### config.mk
export PLATFORM = sky130hd
export DESIGN_NAME = refill_return_buffer
export DESIGN_NICKNAME = d
export VERILOG_FILES = /design/src/rtl/refill_return_buffer.sv
export SDC_FILE = /design/constraint.sdc
export NUM_CORES = 1
export LEC_CHECK = 0
export ABC_AREA = 1
export CAP_MARGIN = 20
export CORE_ASPECT_RATIO = 0.6
export CORE_MARGIN = 10
export CORE_UTILIZATION = 47
export CTS_CLUSTER_DIAMETER = 150
export DETAILED_ROUTE_END_ITERATION = 10
export PLACE_DENSITY_LB_ADDON = 0.25
export SYNTH_ARGS = -nofsm -noshare
export SYNTH_HDL_FRONTEND = slang
export SYNTH_SLANG_ARGS = --single-unit
### constraint.sdc
create_clock -name clk -period 1.5 [get_ports clk]
set_input_delay 0.225 -clock clk [delete_from_list [all_inputs] [get_ports clk]]
set_output_delay 0.225 -clock clk [all_outputs]
set_load 0.01 [all_outputs]
### src/rtl/refill_return_buffer.sv
// Cache refill return buffer: assembles AXI R beats into a line, forwards the
// requested (critical) word one cycle after it arrives, and holds the line until acked.
module refill_return_buffer #(
  parameter int unsigned WORDS  = 4,
  parameter int unsigned DATA_W = 32,
  localparam int unsigned OFF_W = $clog2(WORDS)
) (
  input  logic                    clk,
  input  logic                    rstn,
  input  logic                    req_valid,
  input  logic [OFF_W-1:0]        req_offset,
  input  logic                    rvalid,
  output logic                    rready,
  input  logic [DATA_W-1:0]       rdata,
  input  logic [1:0]              rresp,
  input  logic                    rlast,
  output logic [WORDS*DATA_W-1:0] line_data,
  output logic                    line_valid,
  output logic                    line_err,
  input  logic                    line_ack,
  output logic                    crit_valid,
  output logic [DATA_W-1:0]       crit_data,
  output logic                    busy
);

  localparam logic [OFF_W-1:0] LastIdx = OFF_W'(WORDS - 1);

  typedef enum logic [1:0] {StIdle, StFill, StFull} state_e;

  state_e              state_q;
  logic [OFF_W-1:0]    cnt_q;
  logic [OFF_W-1:0]    off_q;
  logic [DATA_W-1:0]   words_q [WORDS];
  logic                err_q;
  logic                crit_valid_q;
  logic [DATA_W-1:0]   crit_data_q;

  logic beat;
  logic last_idx;
  logic start;

  assign beat     = (state_q == StFill) && rvalid;
  assign last_idx = (cnt_q == LastIdx);
  // A new fill may start from IDLE, or straight out of FULL when the line is acked.
  assign start    = req_valid && ((state_q == StIdle) || ((state_q == StFull) && line_ack));

  always_ff @(posedge clk or negedge rstn) begin
    if (!rstn) begin
      state_q      <= StIdle;
      cnt_q        <= '0;
      off_q        <= '0;
      err_q        <= 1'b0;
      crit_valid_q <= 1'b0;
      crit_data_q  <= '0;
      for (int i = 0; i < WORDS; i++) words_q[i] <= '0;
    end else begin
      crit_valid_q <= 1'b0;
      if (start) begin
        state_q <= StFill;
        cnt_q   <= '0;
        off_q   <= req_offset;
        err_q   <= 1'b0;
      end else begin
        unique case (state_q)
          StIdle: ;
          StFill: begin
            if (beat) begin
              words_q[cnt_q] <= rdata;
              cnt_q          <= cnt_q + OFF_W'(1);
              if (cnt_q == off_q) begin
                crit_valid_q <= 1'b1;
                crit_data_q  <= rdata;
              end
              // Error on bad response, early rlast, or a missing rlast on the final word.
              if ((rresp != 2'b00) || (rlast != last_idx)) err_q <= 1'b1;
              if (rlast || last_idx) state_q <= StFull;
            end
          end
          StFull: if (line_ack) state_q <= StIdle;
          default: state_q <= StIdle;
        endcase
      end
    end
  end

  for (genvar i = 0; i < WORDS; i++) begin : g_line
    assign line_data[i*DATA_W +: DATA_W] = words_q[i];
  end

  assign rready     = (state_q == StFill);
  assign line_valid = (state_q == StFull);
  assign busy       = (state_q != StIdle);
  assign line_err   = err_q;
  assign crit_valid = crit_valid_q;
  assign crit_data  = crit_data_q;

endmodule

---- After elaboration in Yosys (flattened, before gate mapping) ----
Index checks and enable logic that the tools add are counted.
word-level totals
  flip-flop bits (word level) ............. 168
  latch bits .............................. 0
  RAM bits ................................ 0
  ROM bits ................................ 0
  bits of input ports ..................... 42
  word-level logic and storage cells ...... 61
  memories ................................ 0
cells by class
  $add $sub $neg .......................... 1
  multiply operators ...................... 0
  divide/modulo/power cells ............... 0
  magnitude comparators ................... 2
  equality and inequality tests ........... 9
  shifts and indexed selects .............. 0
  multiplexer cells ....................... 19
  bitwise operators ....................... 2
  reduce and logical (&&, ||, !) cells .... 18
operator list
  kind                                                                  number
  128-bit bitwise mux                                                   1
  32-bit demux with 2-bit select                                        1
  32-bit two-way mux                                                    1
  2-bit two-way mux                                                     7
  2-bit nonzero test                                                    5
  3-bit by 1-bit != test with 1-bit output, second input constant       3
  1-bit two-way mux                                                     8
  4-bit AND reduction                                                   2
  2-bit case mux with 3 select lines                                    1
  3-bit AND reduction                                                   2
  2-bit == test, second input constant                                  2
  1-bit logical AND                                                     4
  3-bit greater-or-equal comparator, second input constant              1
  1-bit logical OR                                                      3
  3-bit by 1-bit < comparator with 1-bit output, second input constant  1
  2-bit NOT with 3-bit output                                           1
  2-bit by 1-bit adder with 2-bit output, second input constant         1
  2-bit by 1-bit == test with 1-bit output, second input constant       1
  2-bit == test                                                         1
  2-bit zero test                                                       1
  2-bit != test, second input constant                                  1
  2-bit AND reduction                                                   1
  1-bit != test                                                         1
  1-bit NOT                                                             1

---- Longest topological paths before layout ----
Gate-level depths: netlist of run 1.
  depth in word-level cells ............... 7
  mapped depth ............................ 7

---- Worst setup path after synthesis of run 1 ----
No wires, ideal clock.
  path kind ............................... flip-flop to flip-flop
  start point ............................. register cnt_q[0]
  end point ............................... register err_q (netlist: line_err)
  setup time .............................. 0.119 ns
  data arrival time ....................... 1.179 ns
  required time ........................... 1.381 ns
  path slack .............................. 0.202 ns
  cell stages (with the launch flop) ...... 8
  clock period less this slack ............ 1.298 ns
  cells stage by stage .................... dfrtp_1 > ha_1 > inv_1 > ha_1 > inv_1 > nand2_1 > a21oi_1 > nor2_1
on the way
  cells in the longest elaborated chain, start to end .. 5
ends and longest elaborated chain
  element                               line  RTL
  start, declared                       31    logic [OFF_W-1:0] cnt_q;
  start signal, assigned                69    cnt_q <= cnt_q + OFF_W'(1);
  2-bit == test                         43    assign last_idx = (cnt_q == LastIdx);
  1-bit != test                         75    if ((rresp != 2'b00) || (rlast != last_idx)) err_q <= 1'b1;
  1-bit logical OR                      75
  2-bit nonzero test (no source line)   -
  3-bit AND reduction (no source line)  -
  end signal, assigned                  52    err_q <= 1'b0;
  end signal, assigned                  62    err_q <= 1'b0;
  end signal, assigned                  75
  end, declared                         34    logic err_q;
No other way between the ends.
A chain may end at the register's enable or synchronous reset.

---- Worst setup path after layout of run 1 ----
  start point ............................. register state_q[0]
  end point ............................... output rready
on the way
  cells in the longest elaborated chain, start to end .. 1
ends and longest elaborated chain
  element                                   line  RTL
  start, declared                           30    state_e state_q;
  start signal, assigned                    49    state_q <= StIdle;
  start signal, assigned                    59    state_q <= StFill;
  start signal, assigned                    76    if (rlast || last_idx) state_q <= StFull;
  2-bit by 1-bit == test with 1-bit output  90    assign rready = (state_q == StFill);
  end, declared                             13    output logic rready,
No other way between the ends.

==> out/metrics.cfg, run 1 <==
[critical_path]
startpoint_type = flip-flop
cp_num_buf_inv = 3
crit_start = state_q[0]$_DFFE_PN0P_
reg2reg_from = state_q[1]$_DFFE_PN0P_
critPathSlowestCell = dfrtp_2
worstPathCellList = buf_4 -> nand2_2 -> inv_1 -> buf_2
slowest_delay_ns = 0.41
end_kind = output pin
crit_required_ns = 1.27
cp_top_family = flip-flops
worstPathArrival_ns = 1.23
worstSetupPathType = flip-flop to output pin
crit_fanout = 5

[layout]
fin_nets = 910
drive_above_1_share_pct = 12.6
final_area_mm2 = 0.00947
area_growth_pct = 41.5
fin_util_pct = 68.7
n_antenna_cell = 0
layout.cells.non_filler = 1068

[logic_synthesis]
ys_types = 21
synthesis.area_mm2 = 0.00669
synthFlopType = dfrtp_1
synthAdderAreaFrac_pct = 0.935
synth_area_leaders = dfrtp_1 63%, nand2_1 12%, o21ai_1 7.0%, o21ai_2 4.4%, clkbuf_8 2.7%
synth_edf_count = 0
synth_simple_gate_area_share_pct = 15.8
yosys-top-cells-count = 207 x nand2_1, 168 x dfrtp_1, 94 x o21ai_1
yosys.area.top_type = dfrtp_1
synth_compound_area_share_pct = 12.0
yosys_warnings = 0
ys_seq_elements = 168
syn_area_per_cell_um2 = 10.4
synth.most_common_cell = nand2_1
synth_nets = 688
muxShareOfSynthArea_pct = 0
ys_seq_area_share_pct = 62.8
synth.top_cell.area_share_pct = 62.8
synth_top_family_by_area = simple AND/OR/NAND/NOR gates
netlist_instances = 641
synth_xor_area_share_pct = 0.131
async_reset_ff_share_pct = 100

[power_and_ir_drop]
combPwrFrac_pct = 40.6
total_leakage_power_uw = 0.00506
switchingPower_uw = 7990
seqPwrFrac_pct = 38.0
power.total_uw = 21000
vdd_drop_max_mv = 1.00
p_per_area_mw_per_mm2 = 2220
swShare_pct = 38.0
p_int_uw = 13000
pwr-share-clk_pct = 21.3

[placement]
gp_congestion = 0.827
place_ws_ns = -0.164
placed_cells = 1030
hpwl_mm = 14.9
io_buffers = 206
dpl_cell_area_mm2 = 0.00896

[run]
drv_cap = 0

[grt]
grt_pass1_wl_mm = 32.2
grt_max_degree = 51
antenna_found_initial = 0
use_met2_pct = 32.0
grtUsageMet1_pct = 27.2
grt_remaining_overflow = 0
use_met3_pct = 6.12
track_usage_pct = 20.5
busiest_layer = met2
grt_pass1_vias = 5752

[timing]
tightest_slew_ns = 0.401
relSlewSlack_pct = 73.3
finalClockSkew_ns = 0.00990
max_freq_mhz = 687
finalMaxSlewViolations = 0
setup_viol = 0
finalCritPeriodShare_pct = 97.0
fin_crit_ns = 1.45
hold_viol_final = 0
timing.final.ws_setup_ns = 0.0454

[detailed_routing]
via_count = 5481
viasPerCell = 5.13
ant_nets = 0
drtPass1Iterations = 5
routedWlPerCell_um = 19.3
drc = 0
drt_iter0_drc = 586
finalWirelength_mm = 20.6

[clocking]
clkSinkCount = 168
max-clock-path-buffers = 2
worstSkewPairLatency_ns = 0.42
cts_max_level = 4
cts_buffers = 17
cts_root_buffer = clkbuf_16
cts_tree = yes
clk_pin_slew_ns = 0.07

[die]
core_mm2 = 0.0138
die_y_um = 112
dieArea_mm2 = 0.0196
start_util_pct = 48.5
ios = 207
fp.dieW_um = 174
rows = 33

[min_path]
hp-class = input pin to asynchronous set/reset pin

[outcome]
outcome = completed

==> flip-flops by register name, summed over array words and instances, names as in the netlist <==
register    count
crit_data      32
off_q           2
line_err        1
state_q         2
cnt_q           2
line_data     128
crit_valid      1
==> metal layers <==
layer	wire length, um	vias up	part of all wire (%)
met3	1810	22	8.8
met2	9430	259	46
met5	0	-	0
met1	9130	2683	44
met4	216	0	1.0
li1	-	2517	-
==> final cells by class <==
type | instances | area (um2)
Clock inverter | 13 | 161
Sequential cell | 168 | 4210
Clock buffer | 19 | 443
Multi-Input combinational cell | 393 | 1940
Timing Repair Buffer | 236 | 2300
Tap cell | 192 | 240
Fill cell | 1090 | 4320
Inverter | 47 | 181
==> power by group through the flow <==
stage | sequential (uW) | combinational (uW) | clock [uW]
after floorplan | 8780 | 3230 | 0
after global placement | 8000 | 9510 | 0
after detailed placement | 8090 | 9820 | 0
after CTS | 7970 | 8450 | 4550
after global routing | 8210 | 9370 | 4710
final | 7980 | 8530 | 4480
==> worst reg2reg max path, cell delays in order (launching register included) <==
cell and delay, ns:
dfrtp_1 0.39, inv_2 0.10, buf_4 0.13, nand3_4 0.10, inv_6 0.14, nand2_4 0.08, buf_12 0.17, nand2_1 0.16
o21ai_2 0.06
==> what timing repair did <==
item                       CTS  global route
hold endpoints to repair    35             0
setup endpoints to repair  165             5
setup buffers                1             2
pin swaps                    0             2
resized for setup          173             8
cloned                       0             3
hold buffers                 1             0
==> kinds of logic after synthesis <==
logic type,after synthesis
AND/OR/NAND/NOR,252
flip-flops,168
AO/OA/AOI/OAI,135
buffers and inverters,80
adder cells (fa/ha/maj),5
XOR/XNOR,1
==> layout by cell type, fill, tap and decap left out <==
cell,n
nand2_1,206
dfrtp_1,166
dlygate4sd2_1,162
o21ai_1,94
inv_1,45
clkdlybuf4s50_1,40
o21ai_2,34
nand3_1,33
clkbuf_16,19
buf_12,14
buf_4,11
o21ai_0,5
ha_1,5
nand2_4,4
clkinv_4,4
nor2_1,3
inv_6,3
inv_8,3
buf_6,3
nand3_4,2
clkinvlp_4,2
bufinv_16,2
dfrtp_2,2
buf_2,2
inv_2,1
nand2_2,1
xnor2_1,1
nor2_4,1
nand3_2,1
nand4_1,1
a21oi_1,1
o211ai_1,1
clkbuf_8,1
clkbuf_1,1
dlygate4sd3_1,1
clkdlybuf4s15_1,1
==> path summary, 6_finish.rpt <==
check | end | depth (start not counted) | slack (ns)
min in group clk | off_q[1]$_DFFE_PN0P_ | 3 | 0.38
max reg2reg | line_data[96]$_DFFE_PN0P_ | 8 | 0.06
max in group asynchronous | line_data[16]$_DFFE_PN0P_ | 3 | 0.60
min reg2reg | crit_data[11]$_DFFE_PN0P_ | 2 | 0.47
min | line_err$_DFFE_PN0P_ | 2 | 0.28
max | rready | 4 | 0.05
==> through the flow <==
step / hold slack [ns] / TNS [ns]
CTS: 0.285 / 0
global placement: 0.163 / -9.28
global route: 0.328 / -0.00723
finish: 0.279 / 0
detailed placement: 0.166 / -16.11
floorplan: -0.0706 / 0
Power figures use the tool's default switching activity.
==> run 2, diff against run 1 <==
- CTS_CLUSTER_DIAMETER: 150 -> 100
==> results of run 2 <==
Same layout as run 1: the final DEF is identical, and so are final timing and power.
==> run 3, diff against run 2 <==
- CORE_UTILIZATION: 47 -> 50
- HOLD_SLACK_MARGIN: unset -> 0.1
- clock period: 1.5 -> 1.8 ns (I/O delays scaled with it)
==> out/metrics.cfg, run 3 (synthesized netlist as in run 1, its figures left out) <==
[timing]
max_freq_mhz = 589
finalCritPeriodShare_pct = 94.2
finalClockSkew_ns = 0.00890  ; -0.00101 ns
tightest_slew_ns = 0.443  ; +0.0425 ns
setup_viol = 0  ; unchanged
rsz0062_at_grt = false
hold_viol_final = 0  ; unchanged
relSlewSlack_pct = 70.4  ; -2.8 points
fin_crit_ns = 1.70
tns_ns = 0  ; unchanged
finalMaxSlewViolations = 0  ; unchanged

[detailed_routing]
finalWirelength_mm = 20.0  ; -3.0%
drtPass1Iterations = 5  ; unchanged
viasPerCell = 5.21  ; +1.6%
drt_iter0_drc = 388  ; -34%
via_count = 5386  ; -1.7%
ant_nets = 0  ; unchanged
routedWlPerCell_um = 19.3  ; +0.33%
drc = 0  ; unchanged

[critical_path]
rrSetupSlack_ns = 0.34  ; +0.28 ns
cp_num_buf_inv = 1  ; -2
r2r_cells = 7  ; -1
crit_fanout = 2  ; -3
crit_required_ns = 1.53  ; +0.26 ns
critPathSlowestCell = clkdlybuf4s50_1
cp_top_family = buffers and inverters
worstPathCellList = clkdlybuf4s50_1
crit_cells = 1  ; -3
worstPathArrival_ns = 1.43  ; +0.20 ns
crit_path_end = crit_data[15]
r2r_end = line_err$_DFFE_PN0P_
worstSetupPathType = flip-flop to output pin
startpoint_type = flip-flop
reg2reg_from = cnt_q[0]$_DFFE_PN0P_
crit_start = crit_data[15]$_DFFE_PN0P_
slowest_delay_ns = 0.58  ; +0.17 ns
end_kind = output pin

[grt]
antenna_found_initial = 1  ; +1
grt_pass1_wl_mm = 31.5  ; -2.3%
grt_pass1_vias = 5620  ; -2.3%
grt_remaining_overflow = 0  ; unchanged
track_usage_pct = 21.5  ; +1.0 points
grt_max_degree = 55  ; +7.8%

[outcome]
outcome = completed

[layout]
drive_above_1_share_pct = 10.8  ; -1.8 points
largest_reg_flops = 128  ; unchanged
layout.cells.non_filler = 1033  ; -3.3%
area_growth_pct = 40.5
final_cell_mix = 207 x nand2_1, 202 x clkdlybuf4s50_1, 167 x dfrtp_1
n_antenna_cell = 0  ; unchanged
fin_nets = 897  ; -1.4%
final_common_cell = nand2_1

[clocking]
worstSkewPairLatency_ns = 0.41  ; about the same
max-clock-path-buffers = 2  ; unchanged
cts_max_level = 4  ; unchanged
cts_buffers = 17  ; unchanged
cts_root_buffer = clkbuf_16
cts_tree = yes
clk_pin_slew_ns = 0.07  ; about the same
clkSinkCount = 168  ; unchanged

[power_and_ir_drop]
p_per_area_mw_per_mm2 = 1930  ; -13%
vdd_drop_max_mv = 0.966  ; -3.9%
total_leakage_power_uw = 0.00451  ; -11%

[die]
ios = 207  ; unchanged
fp.dieW_um = 169  ; -2.7%
dieArea_mm2 = 0.0186  ; -5.1%
rows = 32  ; -3.0%
start_util_pct = 51.6  ; +3.1 points
die_y_um = 110  ; -2.5%
core_mm2 = 0.0130  ; -5.9%

[placement]
placed_cells = 999  ; -3.0%
hpwl_mm = 14.5  ; -2.7%
io_buffers = 206  ; unchanged
gp_congestion = 0.853  ; +3.1%

[min_path]
hp-class = input pin to asynchronous set/reset pin

[run]
drv_cap = 0  ; unchanged

[run 3: cell type report]
type / count / area, um2
flip-flops and latches: 168 / 4210
clock buffers: 18 / 439
well taps: 170 / 213
fillers: 985 / 3570
multi-input cells: 393 / 1930
inverters: 47 / 181
clock inverters: 14 / 129
repair buffers: 223 / 2310
[run 3: layer usage]
layer | global-route usage [%] | share of wire (%) | vias up
met1 | 27.5 | 43 | 2647
met5 | 0 | 0.045 | -
met4 | 5.77 | 1.0 | 2
met2 | 33.8 | 46 | 212
met3 | 8.20 | 10 | 24
li1 | - | - | 2501
[run 3: per-stage QoR]
stage | util [%] | power [uW] | hold WS, ns | area [um2] | setup WS, ns
2_1_floorplan | - | 10000 | -0.0256 | 6690 | 0.502
3_3_place_gp | 68.0 | 14500 | 0.230 | 8820 | 0.145
3_5_place_dp | 68.0 | 14800 | 0.231 | 8820 | 0.0894
4_1_cts | 72.5 | 18400 | 0.352 | 9400 | 0.0285
5_1_grt | 72.5 | 19300 | 0.389 | 9410 | 0.0456
6_report | 72.5 | 18200 | 0.339 | 9410 | 0.104
[run 3: timing repair]
action,4_1_cts,5_1_grt
endpoints found under the setup margin,3,1
pin swaps,0,0
buffers inserted,1,0
hold buffers,1,0
endpoints found under the hold margin,41,0
resized for setup,4,1
[run 3: power breakdown]
group / switching (uW) / internal [uW] / total, uW
logic: 3840 / 4140 / 7980
clock network: 1630 / 1870 / 3500
registers: 1160 / 5550 / 6710
[run 3: how the worst min path moves through the flow]
stage	startpoint	to	slack (ns)	cells past startpoint
floorplan	rstn	cnt_q[0]$_DFFE_PN0P_	-0.03	0
global placement	rstn	line_data[118]$_DFFE_PN0P_	0.23	1
detailed placement	rstn	line_data[118]$_DFFE_PN0P_	0.23	1
CTS	rstn	line_data[118]$_DFFE_PN0P_	0.35	2
global route	rstn	line_data[118]$_DFFE_PN0P_	0.39	2
finish	rstn	line_data[118]$_DFFE_PN0P_	0.34	2
